===== src/rtl/aes_pkg.sv =====
`default_nettype none
//------------------------------------------------------------------------------
// Module  : aes_pkg
// Brief   : Shared AES-128 key-schedule constants, FSM state type, rcon step.
// Revision: 1.0
//------------------------------------------------------------------------------
package aes_pkg;

   localparam int AES_NR   = 10;
   localparam int RK_BUS_W = 128 * (AES_NR + 1);

   typedef enum logic [1:0] {
      ST_IDLE   = 2'd0,
      ST_EXPAND = 2'd1,
      ST_DONE   = 2'd2
   } state_e;

   // Multiply by x in GF(2^8), reduced by the AES polynomial.
   function automatic logic [7:0] xtime(input logic [7:0] b);
      return {b[6:0], 1'b0} ^ (b[7] ? 8'h1b : 8'h00);
   endfunction

endpackage
`default_nettype wire


===== src/rtl/aes_sbox.sv =====
`default_nettype none
//------------------------------------------------------------------------------
// Module  : aes_sbox
// Brief   : Combinational AES forward S-box, one byte in, one byte out.
// Revision: 1.0
//------------------------------------------------------------------------------
module aes_sbox (
   input  logic [7:0] data_i,
   output logic [7:0] data_o
);

   localparam logic [7:0] SBOX [256] = '{
      8'h63, 8'h7c, 8'h77, 8'h7b, 8'hf2, 8'h6b, 8'h6f, 8'hc5, 8'h30, 8'h01, 8'h67, 8'h2b, 8'hfe, 8'hd7, 8'hab, 8'h76,
      8'hca, 8'h82, 8'hc9, 8'h7d, 8'hfa, 8'h59, 8'h47, 8'hf0, 8'had, 8'hd4, 8'ha2, 8'haf, 8'h9c, 8'ha4, 8'h72, 8'hc0,
      8'hb7, 8'hfd, 8'h93, 8'h26, 8'h36, 8'h3f, 8'hf7, 8'hcc, 8'h34, 8'ha5, 8'he5, 8'hf1, 8'h71, 8'hd8, 8'h31, 8'h15,
      8'h04, 8'hc7, 8'h23, 8'hc3, 8'h18, 8'h96, 8'h05, 8'h9a, 8'h07, 8'h12, 8'h80, 8'he2, 8'heb, 8'h27, 8'hb2, 8'h75,
      8'h09, 8'h83, 8'h2c, 8'h1a, 8'h1b, 8'h6e, 8'h5a, 8'ha0, 8'h52, 8'h3b, 8'hd6, 8'hb3, 8'h29, 8'he3, 8'h2f, 8'h84,
      8'h53, 8'hd1, 8'h00, 8'hed, 8'h20, 8'hfc, 8'hb1, 8'h5b, 8'h6a, 8'hcb, 8'hbe, 8'h39, 8'h4a, 8'h4c, 8'h58, 8'hcf,
      8'hd0, 8'hef, 8'haa, 8'hfb, 8'h43, 8'h4d, 8'h33, 8'h85, 8'h45, 8'hf9, 8'h02, 8'h7f, 8'h50, 8'h3c, 8'h9f, 8'ha8,
      8'h51, 8'ha3, 8'h40, 8'h8f, 8'h92, 8'h9d, 8'h38, 8'hf5, 8'hbc, 8'hb6, 8'hda, 8'h21, 8'h10, 8'hff, 8'hf3, 8'hd2,
      8'hcd, 8'h0c, 8'h13, 8'hec, 8'h5f, 8'h97, 8'h44, 8'h17, 8'hc4, 8'ha7, 8'h7e, 8'h3d, 8'h64, 8'h5d, 8'h19, 8'h73,
      8'h60, 8'h81, 8'h4f, 8'hdc, 8'h22, 8'h2a, 8'h90, 8'h88, 8'h46, 8'hee, 8'hb8, 8'h14, 8'hde, 8'h5e, 8'h0b, 8'hdb,
      8'he0, 8'h32, 8'h3a, 8'h0a, 8'h49, 8'h06, 8'h24, 8'h5c, 8'hc2, 8'hd3, 8'hac, 8'h62, 8'h91, 8'h95, 8'he4, 8'h79,
      8'he7, 8'hc8, 8'h37, 8'h6d, 8'h8d, 8'hd5, 8'h4e, 8'ha9, 8'h6c, 8'h56, 8'hf4, 8'hea, 8'h65, 8'h7a, 8'hae, 8'h08,
      8'hba, 8'h78, 8'h25, 8'h2e, 8'h1c, 8'ha6, 8'hb4, 8'hc6, 8'he8, 8'hdd, 8'h74, 8'h1f, 8'h4b, 8'hbd, 8'h8b, 8'h8a,
      8'h70, 8'h3e, 8'hb5, 8'h66, 8'h48, 8'h03, 8'hf6, 8'h0e, 8'h61, 8'h35, 8'h57, 8'hb9, 8'h86, 8'hc1, 8'h1d, 8'h9e,
      8'he1, 8'hf8, 8'h98, 8'h11, 8'h69, 8'hd9, 8'h8e, 8'h94, 8'h9b, 8'h1e, 8'h87, 8'he9, 8'hce, 8'h55, 8'h28, 8'hdf,
      8'h8c, 8'ha1, 8'h89, 8'h0d, 8'hbf, 8'he6, 8'h42, 8'h68, 8'h41, 8'h99, 8'h2d, 8'h0f, 8'hb0, 8'h54, 8'hbb, 8'h16
   };

   assign data_o = SBOX[data_i];

endmodule
`default_nettype wire


===== src/rtl/aes_key_schedule_seq.sv =====
`default_nettype none
//------------------------------------------------------------------------------
// Module  : aes_key_schedule_seq
// Brief   : Sequential AES-128 key expansion, one round key per clock.
// Revision: 1.0
//------------------------------------------------------------------------------
module aes_key_schedule_seq
   import aes_pkg::*;
#(
   parameter int NR = AES_NR
) (
   input  logic                    clk,
   input  logic                    rst_n,
   input  logic [127:0]            key_in,
   input  logic                    key_valid,
   output logic                    key_ready,
   output logic                    busy,
   output logic                    done,
   output logic                    keys_valid,
   output logic [128*(NR+1)-1:0]   round_keys,
   input  logic [3:0]              rk_idx,
   output logic [127:0]            rk_out
);

   state_e        state_q, state_d;
   logic [3:0]    rnd_q, rnd_d;
   logic [7:0]    rcon_q, rcon_d;
   logic          done_q, done_d;
   logic [127:0]  store_q [0:NR];

   logic          w_accept;
   logic          w_last;
   logic [127:0]  w_prev;
   logic [31:0]   w_rot;
   logic [31:0]   w_sub;
   logic [31:0]   w_nw0, w_nw1, w_nw2, w_nw3;
   logic [127:0]  w_next;

   assign key_ready  = (state_q != ST_EXPAND);
   assign busy       = (state_q == ST_EXPAND);
   assign keys_valid = (state_q == ST_DONE);
   assign done       = done_q;
   assign w_accept   = key_valid & key_ready;
   assign w_last     = (rnd_q == 4'(NR));

   // Key feeding the round currently being produced.
   always_comb begin
      w_prev = store_q[0];
      for (int k = 1; k <= NR; k++) begin
         if (rnd_q == 4'(k)) begin
            w_prev = store_q[k-1];
         end
      end
   end

   assign w_rot = {w_prev[23:0], w_prev[31:24]};

   generate
      for (genvar i = 0; i < 4; i++) begin : g_subword
         aes_sbox u_sbox (
            .data_i (w_rot[8*i +: 8]),
            .data_o (w_sub[8*i +: 8])
         );
      end
   endgenerate

   assign w_nw0  = w_prev[127:96] ^ w_sub ^ {rcon_q, 24'h0};
   assign w_nw1  = w_prev[95:64]  ^ w_nw0;
   assign w_nw2  = w_prev[63:32]  ^ w_nw1;
   assign w_nw3  = w_prev[31:0]   ^ w_nw2;
   assign w_next = {w_nw0, w_nw1, w_nw2, w_nw3};

   always_comb begin
      state_d = state_q;
      rnd_d   = rnd_q;
      rcon_d  = rcon_q;
      done_d  = 1'b0;
      unique case (state_q)
         ST_IDLE, ST_DONE: begin
            if (w_accept) begin
               state_d = ST_EXPAND;
               rnd_d   = 4'd1;
               rcon_d  = 8'h01;
            end
         end
         ST_EXPAND: begin
            rcon_d = xtime(rcon_q);
            if (w_last) begin
               state_d = ST_DONE;
               done_d  = 1'b1;
            end else begin
               rnd_d = rnd_q + 4'd1;
            end
         end
         default: state_d = ST_IDLE;
      endcase
   end

   always_ff @(posedge clk or negedge rst_n) begin
      if (!rst_n) begin
         state_q <= ST_IDLE;
         rnd_q   <= 4'd0;
         rcon_q  <= 8'h01;
         done_q  <= 1'b0;
      end else begin
         state_q <= state_d;
         rnd_q   <= rnd_d;
         rcon_q  <= rcon_d;
         done_q  <= done_d;
      end
   end

   always_ff @(posedge clk or negedge rst_n) begin
      if (!rst_n) begin
         for (int k = 0; k <= NR; k++) begin
            store_q[k] <= 128'h0;
         end
      end else begin
         if (w_accept) begin
            store_q[0] <= key_in;
         end
         if (state_q == ST_EXPAND) begin
            for (int k = 1; k <= NR; k++) begin
               if (rnd_q == 4'(k)) begin
                  store_q[k] <= w_next;
               end
            end
         end
      end
   end

   generate
      for (genvar k = 0; k <= NR; k++) begin : g_flat
         assign round_keys[128*k +: 128] = store_q[k];
      end
   endgenerate

   // Indices past the last round read as zero.
   always_comb begin
      rk_out = 128'h0;
      for (int k = 0; k <= NR; k++) begin
         if (rk_idx == 4'(k)) begin
            rk_out = store_q[k];
         end
      end
   end

endmodule
`default_nettype wire

===== config.mk =====
export PLATFORM = sky130hd
export DESIGN_NAME = aes_key_schedule_seq
export DESIGN_NICKNAME = d
export VERILOG_FILES = /design/src/rtl/aes_pkg.sv /design/src/rtl/aes_sbox.sv /design/src/rtl/aes_key_schedule_seq.sv
export SDC_FILE = /design/constraint.sdc
export NUM_CORES = 2
export LEC_CHECK = 0
export ABC_AREA = 1
export CORE_AREA = 2 2 656 658
export DETAILED_ROUTE_END_ITERATION = 12
export DIE_AREA = 0 0 658 660
export GPL_TIMING_DRIVEN = 0
export PLACE_DENSITY = 0.51
export SLEW_MARGIN = 20
export SYNTH_ARGS = -nofsm -noshare
export SYNTH_HDL_FRONTEND = slang
export SYNTH_SLANG_ARGS = --single-unit

===== constraint.sdc =====
create_clock -name clk -period 6.3 [get_ports clk]
set_input_delay 0.63 -clock clk [delete_from_list [all_inputs] [get_ports clk]]
set_output_delay 0.63 -clock clk [all_outputs]
set_load 0.01 [all_outputs]

# Word level (Yosys, flattened, before mapping)
# Memory sizes are Yosys's and may differ from the RTL's.
# Cells that the tools add are included.
# word_totals
reg_bits,1423
latchBits,0
ramBits,0
rom_bits,8192
input_bits,135
output_inout_bits,1540
word_cells,117
memories,4
# mem_list
memory,depth,width,read_ports,rd_clocked_by_memory_dff,wr,line,source
(no name shown),256,8,1,0,0,aes_sbox.sv:31,assign data_o = SBOX[data_i];
(no name shown),256,8,1,0,0,aes_sbox.sv:31,
(no name shown),256,8,1,0,0,aes_sbox.sv:31,
(no name shown),256,8,1,0,0,aes_sbox.sv:31,
# op_classes
addsub,1
mul,0
n_div,0
n_lt_le_gt_ge,4
eq_ne,26
shift,0
muxes,39
n_bitwise,11
reduce_logical,17
# op_table
op,n
$mux W128,20
$xor A32 B32 Y32,5
$mux W8,9
$ge A9 B9 Y1 const B,4
$not A8 Y9,4
$eq A4 B3 Y1 const B,8
$eq A4 B4 Y1 const B,6
$reduce_and A2 Y1,12
$eq A4 B2 Y1 const B,4
$pmux W8 S2,1
$eq A4 B1 Y1 const B,2
$mux W4,2
$pmux W4 S2,1
$xor A8 B5 Y8,1
$mux W5,1
$add A4 B1 Y4 const B,1
$logic_not A4 Y1,1
$mux W2,2
$ne A2 B1 Y1 const B,2
$ne A2 B2 Y1 const B,2
$pmux W2 S2,1
$reduce_and A3 Y1,1
$eq A2 B1 Y1 const B,1
$eq A2 B2 Y1 const B,1
5 further kinds,6

# Longest topological paths before layout
# depth
ltp_word,19
ltp_mapped,38
mapped_depth_nobuf,36

# Cells and area by module
# Synthesis repeated with hierarchy kept, for this count alone.
# hier_totals
cells_unflattened,13682
area_unflattened_um2,91202.5
# modules_own_cells
module,instances,cells_each,area_per_inst_um2,seq_area_each_um2
aes_key_schedule_seq,1,11125,78834.4,35610.4
aes_sbox (g_subword[1].u_sbox ...),3,635,3093.0,0.0
aes_sbox (g_subword[0].u_sbox),1,652,3089.2,0.0

# Worst setup path before layout
# OpenSTA, ideal clock, no wires.
# synth_path
path_kind,register -> register
startpoint,reg rnd_q[0]
endpoint,"reg store_q, in the netlist round_keys[423]"
setup_time_ps,133
arrival_time_ps,3858
t_required_ps,6167
slack_ps,2310
stages_incl_launch_ff,33
path_buffers,3
period_less_slack_ps,3990
path_cell_list,dfrtp_1 inv_1 ha_1 buf_2 clkbuf_1 nand3_1 nand3_1 nand3_1 nand3_1 nand2_1 nand2_1 nand2_1 nand2_1 nand2_2 a21oi_4 ha_1 inv_1 nand3_2 inv_1 nor2_1 o21ai_1 nor2_1 nor2_1 nand2_1 nand3_1 nand2_1 nand2_1 nand2_2 nand2_1 nand3_2 nand2_1 buf_2 o21ai_1
# synth_via
elab_chain_cells,18
elab_cells_between_ends,27
cone_classes,eq/ne: 9; mux: 11; bitwise: 5; reduce/logical: 1; memory: 1
# synth_lines
element,line,source
from (decl),aes_key_schedule_seq.sv:26,"logic [3:0] rnd_q, rnd_d;"
from (signal assigned),aes_key_schedule_seq.sv:107,rnd_q <= rnd_d;
$eq A4 B2 Y1,aes_key_schedule_seq.sv:50,if (rnd_q == 4'(k)) begin
$mux W128 (9 in series),aes_key_schedule_seq.sv:50,
$not A8 Y9 (not written as such),aes_sbox.sv:31,
$mem_v2 Z256 W8,--,
$mux W8 (not written as such) (2 in series),aes_sbox.sv:31,
$xor A32 B32 Y32 (2 in series),aes_key_schedule_seq.sv:67,"assign w_nw0 = w_prev[127:96] ^ w_sub ^ {rcon_q, 24'h0};"
$xor A32 B32 Y32,aes_key_schedule_seq.sv:68,assign w_nw1 = w_prev[95:64] ^ w_nw0;
$xor A32 B32 Y32,aes_key_schedule_seq.sv:69,assign w_nw2 = w_prev[63:32] ^ w_nw1;
"to (signal, indexed assignment)",aes_key_schedule_seq.sv:125,store_q[k] <= w_next;
to (decl),aes_key_schedule_seq.sv:29,logic [127:0] store_q [0:NR];
# Parallel ways exist; a longest one is shown, timed or not. The select of a mux whose other input is x is not followed.
# A chain may end at the register's enable or synchronous reset.

# Final worst setup path
# layout_path
startpoint,reg rnd_q[1]
endpoint,"reg store_q, in the netlist round_keys[1289]"
# layout_via
elab_chain_cells,19
elab_cells_between_ends,28
cone_classes,eq/ne: 9; mux: 11; bitwise: 6; reduce/logical: 1; memory: 1
# layout_lines
element,line,source
$eq A4 B2 Y1,aes_key_schedule_seq.sv:50,
$mux W128 (9 in series),aes_key_schedule_seq.sv:50,
$not A8 Y9 (not written as such),aes_sbox.sv:31,
$mem_v2 Z256 W8,--,
$mux W8 (not written as such) (2 in series),aes_sbox.sv:31,
$xor A32 B32 Y32 (2 in series),aes_key_schedule_seq.sv:67,
$xor A32 B32 Y32,aes_key_schedule_seq.sv:68,
$xor A32 B32 Y32,aes_key_schedule_seq.sv:69,
$xor A32 B32 Y32,aes_key_schedule_seq.sv:70,assign w_nw3 = w_prev[31:0] ^ w_nw2;
# Parallel ways exist; a longest one is shown, timed or not. The select of a mux whose other input is x is not followed.

==> results by group <==
Status
  • Result of the run: finished, violations left
  • Failing checks: setup timing

Timing
  • Count of endpoints failing setup in the final report: 298
  • Max-slew violation total from the final report: 0
  • Crit path setup slack, layout: -0.4160 ns
  • Fin crit share: 1.066
  • Setup repair after global routing missed its margin: yes
  • Transition at the pin with the smallest max-transition slack: 1.417 ns
  • Max Freq: 148.9 MHz
  • Minimum period implied by the final worst setup slack: 6.716 ns
  • Hold violation total from the final report: 0
  • Worst slew slack as a fraction of its limit: 0.05532
  • Post-Route Skew: 0.08812 ns

Setup path
  • Startpoint of the worst-slack reg-to-reg timing path: rnd_q[1]
  • CP startpoint kind: flop
  • Critical Path Sink Type: flop
  • CP most frequent cell: sky130_fd_sc_hd__nand2_1
  • Arrival time reported for the critical path endpoint: 7.56 ns
  • Cell breakdown of the critical path: inv_1 > ha_1 > inv_1 > nor2_8 > buf_4 > buf_4 > buf_2 > clkbuf_1 > nand2_1 > o311ai_1 > o21ai_0 > o211ai_1 > o211ai_1 > a22oi_1 > nand3_1 > nand2_2 > nand2_1 > nand2_4 > nand2_8 > nand3_2 > nand2_1
  • Reg-to-reg endpoint: round_keys[1289]
  • Critical path data required time: 7.15 ns
  • Critical-path top delay cell: sky130_fd_sc_hd__clkbuf_1
  • Worst R2R Path Depth: 21
  • Delay of the slowest cell on the worst path: 0.88 ns
  • Type of the setup path with the least slack: flop to flop
  • Flop2flop setup slack: -0.42 ns
  • Critical path fanouts, max: 10

Logic synthesis
  • Biggest area consumer among synthesized cells: sky130_fd_sc_hd__dfrtp_1
  • Post-synthesis cell area: 90330 um^2
  • Number of register bits inferred by synthesis: 1423
  • Register area share after synthesis: 0.3942
  • Gate count after technology mapping: 12.68k
  • Most used flip-flop cell after synthesis: sky130_fd_sc_hd__dfrtp_1
  • Share of synthesized registers carrying an async set or reset: 1.000
  • Post-synth net total: 12.87k
  • Count of yosys warnings during synthesis: 0
  • Post-synthesis average cell area: 7.126 um^2
  • Synth top area share: 0.3939
  • Count of cell types in the netlist: 67
  • Top post-synthesis cells by area: sky130_fd_sc_hd__dfrtp_1, sky130_fd_sc_hd__nand2_1, sky130_fd_sc_hd__nand3_1
  • Post-synth EDFFs: 0

Clocking
  • CTS max path bufs: 4
  • Clk slew on worst S/H paths: 0.06 ns
  • Level count of the clock H-tree: 4
  • Cell chosen for the clock root: sky130_fd_sc_hd__clkbuf_16
  • TritonCTS buffer count: 189
  • Clock latency on the worst-skew pair: 1.02 ns
  • Sinks on the clock net: 1423
  • TritonCTS clock tree: yes

Floorplan
  • Die X: 658 um
  • I/O pin total: 1675
  • Y dimension of the die: 660 um
  • Count of standard-cell rows: 240
  • Die outline area: 434300 um^2
  • Placeable Area: 426700 um^2
  • Starting density of the core: 0.2117

Detailed routing
  • Average wire per cell in the routed design: 52.74 um
  • Remaining antenna violation count: 0
  • # DRC: 0
  • DRT Wirelength: 1091 mm
  • Number of detailed-routing iterations run before antenna repair: 9
  • Top Layer Used: met5
  • Initial DRC Count: 22.20k
  • Length of routed met2 wiring: 428.6 mm
  • Met1 routed wirelength after detailed routing: 404.2 mm
  • Total number of vias: 123.7k
  • Met3 wire len: 134.5 mm
  • Number of vias per cell after detailed routing: 5.979

GRT
  • Initial antenna violation count: 170
  • Vias in the first global route: 111.3k
  • Total Routing Usage GR: 0.4812
  • Global route overflow: 0
  • Largest net degree at the start of global routing: 124
  • First-pass GRT wire length: 1342 mm

Hold path
  • Worst hold stages: 3
  • Worst Hold Launch: key_in[20]
  • Class of the worst hold path: input port to flop
  • Worst Hold Path EP: round_keys[20]

Finish
  • Nets@finish: 14.96k
  • Non-Filler Cell Area, Final: 127600 um^2
  • Share of post-route cells with drive strength above 1: 0.1236
  • Syn-to-layout area delta: 41.21%
  • Layout fillers: 46.67k

Placement
  • Post-detailed-placement half-perimeter wirelength: 901.5 mm
  • Port buffer count: 1674
  • Placed cell area: 116800 um^2
  • Gp weighted congestion: 1.096
  • Placement-stage worst setup slack: -2.099 ns

Run
  • Number of max-capacitance violations reported: 0
## routing by layer
layer	up-vias	GRT usage
li1	47169	-
met1	63033	0.5774
met2	10769	0.6692
met3	2683	0.1758
met4	52	0.4300
met5	-	0
## layout make-up
type	count	area, um^2	area share
inverters	905	3460	0.02712
clock inverters	75	1005	0.007877
multi-input cells	9399	48780	0.3824
clock buffers	263	5510	0.04320
plain buffers	947	5090	0.03990
repair buffers	1901	20760	0.1628
well taps	5687	7116	0.05578
diodes	89	222.7	0.001746
flip-flops and latches	1423	35610	0.2792
## how the worst max path moves through the flow
stage	endpoint	start	slack, ns
floorplan	round_keys[423]	rnd_q[0]	2.31
global placement	round_keys[826]	rst_n	-69.69
detailed placement	round_keys[1289]	rnd_q[0]	-2.10
CTS	round_keys[155]	rnd_q[0]	0.001
global route	round_keys[951]	rnd_q[0]	-0.03
finish	round_keys[1289]	rnd_q[1]	-0.42
## flip-flops by register name, indices dropped and copies added, names as in the netlist
signal      cells
state_q         2
done            1
rnd_q           4
rcon_q          8
round_keys   1408
## layout by cell type (no fill, tap or decap), types with 58 or more instances in the layout
master,netlist,routed
sky130_fd_sc_hd__buf_6,70,79
sky130_fd_sc_hd__buf_2,213,203
sky130_fd_sc_hd__a221oi_1,75,72
sky130_fd_sc_hd__buf_4,90,166
sky130_fd_sc_hd__nand4_1,85,85
sky130_fd_sc_hd__mux2_2,93,93
sky130_fd_sc_hd__buf_12,0,106
sky130_fd_sc_hd__o21ai_0,1286,1273
sky130_fd_sc_hd__a31oi_1,86,86
sky130_fd_sc_hd__o21ai_1,212,222
sky130_fd_sc_hd__o22ai_1,113,108
sky130_fd_sc_hd__nand2_1,3558,3511
sky130_fd_sc_hd__nand2_4,34,58
sky130_fd_sc_hd__a21oi_1,266,264
sky130_fd_sc_hd__diode_2,0,89
sky130_fd_sc_hd__clkbuf_16,0,191
sky130_fd_sc_hd__nand3_2,100,99
sky130_fd_sc_hd__clkdlybuf4s50_1,0,1673
sky130_fd_sc_hd__nand3_1,2087,2014
sky130_fd_sc_hd__clkbuf_2,0,190
sky130_fd_sc_hd__nor2_1,594,577
sky130_fd_sc_hd__dfrtp_1,1422,1422
sky130_fd_sc_hd__nand3_4,29,103
sky130_fd_sc_hd__clkbuf_1,521,351
sky130_fd_sc_hd__o2111ai_1,63,60
sky130_fd_sc_hd__nand2_2,115,112
sky130_fd_sc_hd__o211ai_1,269,269
sky130_fd_sc_hd__inv_1,863,854
## synthesized netlist by cell type (all sizes together) (3+ instances only)
cell	instances
a21boi	11
mux2	93
o32ai	8
inv	896
nor2	613
a221oi	75
nand3b	13
nand3	2216
clkinv	9
o22ai	113
a2111o	5
a22oi	44
a21oi	278
nand4	85
buf	427
o2111ai	63
o311ai	13
clkbuf	521
nor4	45
o221ai	18
nand2	3709
nor3	3
o21ai	1520
or2	22
a41o	3
a211oi	21
ha	59
o211ai	270
dfrtp	1422
a31oi	86
## repair_timing
| action | in CTS | in global routing |
|---|---|---|
| buffers inserted | 86 | 38 |
| hold buffers | 1 | 0 |
| endpoints found under the hold margin | 81 | 0 |
| pin swaps | 39 | 24 |
| setup endpoints to repair | 1302 | 786 |
| cloned | 0 | 1 |
| gates resized for setup | 277 | 192 |
## worst max-delay path, delay by kind of cell, from the launching register on
| kind | cells | cell delay [ns] |
|---|---|---|
| fa+ha+maj | 1 | 0.15 |
| simple gates | 9 | 1.92 |
| buf+inv | 6 | 2.04 |
| flops | 1 | 0.40 |
| compound gates | 5 | 2.02 |
## kinds of logic after synthesis
kind of cell    synth area share
flops                     0.3942
compound gates            0.1647
buf+inv                  0.08976
xor+xnor              0.00009698
simple gates              0.3315
mux                      0.01159
fa+ha+maj               0.008172
## metrics by stage
step	setup TNS [ns]	util	std cells	hold slack, ns
after global placement	-	0.2676	20037	0.4955
after global routing	-0.4656	0.2985	20608	0.2715
after CTS	0	0.2951	20561	0.2259
after detailed placement	-1153.93	0.2737	20137	0.4972
after floorplan	0	-	12676	0.3344
final	-35.67	0.2989	20689	0.2398
Power is left out: the tool's default activity adds up to more than one toggle a clock period on the data nets, which glitch-free logic cannot reach.
